===== src/rtl/nv_dbg_misr_tap.sv =====
// Observation compaction tap: folds a wide debug bus into a MISR over a
// programmable beat window and keeps one registered bit alive for the sink.
module nv_dbg_misr_tap #(
  parameter int unsigned       IN_W  = 32,
  parameter int unsigned       SIG_W = 16,
  parameter logic [SIG_W-1:0]  POLY  = 16'h1021,
  parameter logic [SIG_W-1:0]  SEED  = 16'h0000,
  parameter int unsigned       WIN_W = 16
) (
  input  logic              nvdla_core_clk,
  input  logic              nvdla_core_rstn,
  input  logic [IN_W-1:0]   obs_data,
  input  logic              obs_valid,
  input  logic              misr_en,
  input  logic              misr_clr,
  input  logic [WIN_W-1:0]  win_len,
  input  logic              snap_req,
  output logic              snap_ack,
  output logic [SIG_W-1:0]  snap_sig,
  output logic [WIN_W-1:0]  snap_cnt,
  output logic              busy,
  output logic              done,
  output logic              sink_bit
);

  localparam int unsigned NCH = (IN_W + SIG_W - 1) / SIG_W;

  typedef enum logic [1:0] {IDLE, RUN, HOLD} state_t;

  state_t               state;
  state_t               state_nxt;
  logic [SIG_W-1:0]     sig;
  logic [SIG_W-1:0]     sig_step;
  logic [SIG_W-1:0]     fold;
  logic [NCH*SIG_W-1:0] obs_pad;
  logic [WIN_W-1:0]     cnt;
  logic [WIN_W-1:0]     cnt_sat;
  logic [WIN_W:0]       cnt_p1;
  logic                 beat;
  logic                 win_hit;

  always_comb begin
    obs_pad = '0;
    obs_pad[IN_W-1:0] = obs_data;
    fold = '0;
    for (int unsigned i = 0; i < NCH; i++) begin
      fold = fold ^ obs_pad[i*SIG_W +: SIG_W];
    end
  end

  always_comb begin
    sig_step = {sig[SIG_W-2:0], 1'b0} ^ (sig[SIG_W-1] ? POLY : '0) ^ fold;
    cnt_sat  = (cnt == '1) ? cnt : cnt + WIN_W'(1);
    // Compare one bit wider so a saturated counter can never match win_len.
    cnt_p1   = (WIN_W+1)'(cnt) + (WIN_W+1)'(1);
    win_hit  = (win_len != '0) && (cnt_p1 == (WIN_W+1)'(win_len));
    beat     = (state == RUN) && obs_valid;
  end

  always_ff @(posedge nvdla_core_clk or negedge nvdla_core_rstn) begin
    if (!nvdla_core_rstn) begin
      state <= IDLE;
    end else begin
      state <= state_nxt;
    end
  end

  always_comb begin
    state_nxt = state;
    if (misr_clr) begin
      state_nxt = IDLE;
    end else begin
      case (state)
        IDLE: if (misr_en) state_nxt = RUN;
        RUN: begin
          if (obs_valid && win_hit) state_nxt = HOLD;
          else if (!misr_en)        state_nxt = IDLE;
        end
        HOLD: if (snap_req) state_nxt = IDLE;
        default: state_nxt = IDLE;
      endcase
    end
  end

  always_comb begin
    busy = (state == RUN);
    done = (state == HOLD);
  end

  // Snapshot samples pre-edge sig/cnt, so it ignores any clear or beat in the same cycle.
  always_ff @(posedge nvdla_core_clk or negedge nvdla_core_rstn) begin
    if (!nvdla_core_rstn) begin
      sig      <= SEED;
      cnt      <= '0;
      sink_bit <= 1'b0;
      snap_ack <= 1'b0;
      snap_sig <= '0;
      snap_cnt <= '0;
    end else begin
      sink_bit <= ^sig;
      snap_ack <= snap_req;
      if (snap_req) begin
        snap_sig <= sig;
        snap_cnt <= cnt;
      end
      if (misr_clr) begin
        sig <= SEED;
        cnt <= '0;
      end else if (beat) begin
        sig <= sig_step;
        cnt <= cnt_sat;
      end
    end
  end

endmodule


===== config.mk =====
export PLATFORM = sky130hd
export DESIGN_NAME = nv_dbg_misr_tap
export DESIGN_NICKNAME = d
export VERILOG_FILES = /design/src/rtl/nv_dbg_misr_tap.sv
export SDC_FILE = /design/constraint.sdc
export NUM_CORES = 1
export LEC_CHECK = 0
export ABC_AREA = 1
export BUFFER_PORTS_ARGS = -buffer_cell sky130_fd_sc_hd__buf_2
export CORE_ASPECT_RATIO = 1.75
export CORE_UTILIZATION = 58
export DETAILED_ROUTE_END_ITERATION = 10
export PLACE_DENSITY = 0.85
export SYNTH_ARGS = -nofsm -noshare
export SYNTH_HDL_FRONTEND = slang
export SYNTH_SLANG_ARGS = --single-unit

===== constraint.sdc =====
create_clock -name nvdla_core_clk -period 3.1 [get_ports nvdla_core_clk]
set_clock_uncertainty 0.2 [all_clocks]
set_input_delay 0.62 -clock nvdla_core_clk [delete_from_list [all_inputs] [get_ports nvdla_core_clk]]
set_output_delay 0.62 -clock nvdla_core_clk [all_outputs]
set_load 0.05 [all_outputs]

==> results.tsv <==
stage	metric	value	unit
outcome	outcome	complete, no violations	
clocking	post_cts.repair.setup_buffers	0	
critical_path	crit_fanout	8	
final_layout	num-nets-final	618	
timing	rsz0062_at_grt	false	
floorplanning	ios	90	
floorplanning	rows	38	
logic_synthesis	synth_nets	523	
logic_synthesis	syn_area	0.00376	mm2
critical_path	startpoint	cnt[0]	
timing	setup_viol	0	
drt	wl_per_cell	14.4	um
power	irDropWorstVdd	0.429	mV
logic_synthesis	ys_seq_area_share	45.3	%
final_layout	synthToLayoutAreaGrowth	20.2	%
logic_synthesis	synthMuxAreaShare	1.50	%
logic_synthesis	synthTopCellsByArea	dfrtp_1 (45%), nand2_1 (9.9%), nor2_1 (6.3%)	
clocking	cts_tree	done	
logic_synthesis	yosys.area_share.simple	25.5	%
global_route	grt_pass1_vias	3430	
floorplanning	die_w	62.8	um
floorplanning	initial_utilization	60.3	%
clocking	cts_buffers	9	
logic_synthesis	synth_xor_area_share	11.1	%
logic_synthesis	yosysTopAreaCell	dfrtp_1	
critical_path	cp.arrival	2.35	ns
timing	layout_min_cycle_time	2.30	ns
clocking	ctsHoldBuffers	0	
placed_design	dp_hpwl	7150	um
final_layout	n_antenna_cell	0	
global_route	antenna_found_initial	0	
clocking	cts_resized	0	
placed_design	place.gp.congestion	1.01	
timing	maxSlewHeadroom	55.6	%
critical_path	crit_required	3.15	ns
floorplanning	core	0.00623	mm2
global_route	use_met3	6.54	%
timing	drv_slew	0	
critical_path	endpoint_kind	register	
floorplanning	dieArea	0.00681	mm2
final_layout	drive_gt1_share	23.5	%
global_route	use_met2	55.3	%
timing	hold_viol_final	0	
logic_synthesis	synth_compound_area_share	9.59	%
global_route	top_usage_layer	met2	
worst_hold_path	hp-class	primary input to async pin	
logic_synthesis	synth_flop_cell	dfrtp_1	
power	power_density	504	mW/mm2
clocking	cts.clk_slew.worst_paths	0.07	ns
drt	vias	3444	
clocking	cts_buffer_depth	2	
logic_synthesis	synthArstFlopShare	100	%
floorplanning	dieHeight	108	um
logic_synthesis	syn_inst	468	
logic_synthesis	avgSynthCellArea	8.03	um2
critical_path	start_kind	register	
timing	period_share	74.2	%
global_route	grt.total_usage	30.0	%
timing	max_slew.worst_pin.slew	0.666	ns
clocking	root_buffer	clkbuf_8	
logic_synthesis	yosys.cell_count.top_type	nand2_1	
logic_synthesis	synth_top_cell_area_share	45.3	%
power	total_power	2.28	mW
logic_synthesis	synth_edf_count	0	
global_route	grt_use_met1	30.7	%
clocking	cts.sinks	68	
drt	wl	9290	um
logic_synthesis	ys_ff_latch	68	
critical_path	rrSetupSlack	0.80	ns
global_route	grt-ovfl-total	0	
drt	firstDrtPassIters	5	
clocking	clk_latency	0.36	ns
run	cap_violations	0	
global_route	grt_pass1_wl	15400	um
global_route	grt_max_degree	43	
logic_synthesis	synth.top_cells.by_count	nand2_1 (99), dfrtp_1 (68), nor2_1 (63)	
drt	drt_first_iter_violations	201	
final_layout	fill_cells	518	
logic_synthesis	yosys_warnings	0	
drt	antenna_left	0	
critical_path	critPathKind	register to register	
critical_path	rr_startpoint	cnt[0]	
power	p_leak	2.22	nW
timing	fin_setup_tns	0	ns
drt	routed_via_density	5.32	
logic_synthesis	synth_fa_ha_area_share	0.333	%
drt	drc_errors	0	
logic_synthesis	synth_top_family_by_area	simple AND/OR/NAND/NOR gates	
clocking	htreeDepth	3	
timing	fmax	435	MHz
placed_design	io_buffers	89	
logic_synthesis	ys_types	29	
==> sequential cells by signal, indices dropped and copies added (netlist names) <==
register and count:
snap_cnt 16, sink_bit 1, snap_sig 16, state 2, sig 16, snap_ack 1
cnt 16
==> area by class of cell <==
cell class	count	area (um2)	share of cell area, %
clock buffer	14	173	3.82
timing repair buffer	95	503	11.1
multi-input combinational	335	1810	40.0
clock inverter	1	30.0	0.665
sequential	68	1700	37.7
tap	80	100	2.22
inverter	54	203	4.49
==> stage by stage <==
step / setup WS, ns / util [%] / std cells / hold slack [ns] / cell area (um2)
final: 0.800 / 72.5 / 647 / 0.0952 / 4520
after global routing: 0.550 / 72.5 / 647 / 0.138 / 4520
after CTS: 0.812 / 72.5 / 647 / 0.101 / 4520
after detailed placement: 0.828 / 69.2 / 632 / 0.292 / 4310
after global placement: 0.913 / 69.2 / 632 / 0.286 / 4310
after floorplan: 0.692 / - / 468 / 0.124 / 3760
==> worst max-delay path, stage by stage (launching register included) <==
cell and delay (ns):
dfrtp_1 0.49, ha_1 0.25, nand2_2 0.10, nor2_4 0.19, nand4_1 0.17, inv_1 0.10
nand2_1 0.07, nand2_1 0.09, nand2_1 0.05, nand2_1 0.07, nand3_1 0.12, nor2_2 0.12
nand2_1 0.06, nand2_1 0.07, o21ai_2 0.05
==> cells by family after synthesis <==
kind of cell	count (synthesis)
muxes	5
and+or+nand+nor	220
adders and majority gates	1
xor gates and xnor gates	44
AOI/OAI and AO/OA	65
DFF	68
buffers and inverters	65
==> power breakdown <==
group	internal, mW	leakage [nW]	switching, mW
logic	0.173	1.23	0.351
clock network	0.434	0.103	0.322
registers	0.950	0.895	0.0465
total	1.56	2.22	0.719
==> worst paths after layout <==
kind / endpoint / cells past startpoint
setup / recovery: state[0] / 14
max in group asynchronous: snap_cnt[9] / 2
setup reg to reg: state[0] / 14
min in group nvdla_core_clk: snap_sig[3] / 1
hold reg to reg: snap_sig[3] / 1
hold / removal: snap_sig[15] / 1
==> cell usage in the layout, fill, tap and decap left out, types with 2 or more instances in the layout <==
cell | Yosys | layout
buf_2 | 1 | 89
dfrtp_1 | 68 | 68
nor2_2 | 7 | 7
xnor2_1 | 23 | 23
buf_4 | 1 | 5
nor2_4 | 4 | 4
nor2_1 | 63 | 63
nand2_1 | 99 | 99
o21ai_0 | 11 | 11
mux2_2 | 5 | 5
nand3_2 | 2 | 2
clkbuf_1 | 9 | 2
nand3_1 | 32 | 32
nand4_1 | 7 | 7
clkbuf_8 | 0 | 12
o21ai_1 | 2 | 2
a21oi_1 | 28 | 28
inv_1 | 53 | 53
o22ai_1 | 22 | 22
xor2_1 | 19 | 19
nand2_2 | 3 | 3
==> metal layers <==
metal / vias to the layer above / share of wire (%) / wire length [um]
met4: 0 / 4.3 / 397
met2: 105 / 54 / 5030
met3: 29 / 4.7 / 434
met1: 1609 / 37 / 3430
met5: - / 0 / 0
li1: 1701 / - / -
No activity file was read; power rests on OpenSTA's default activity.
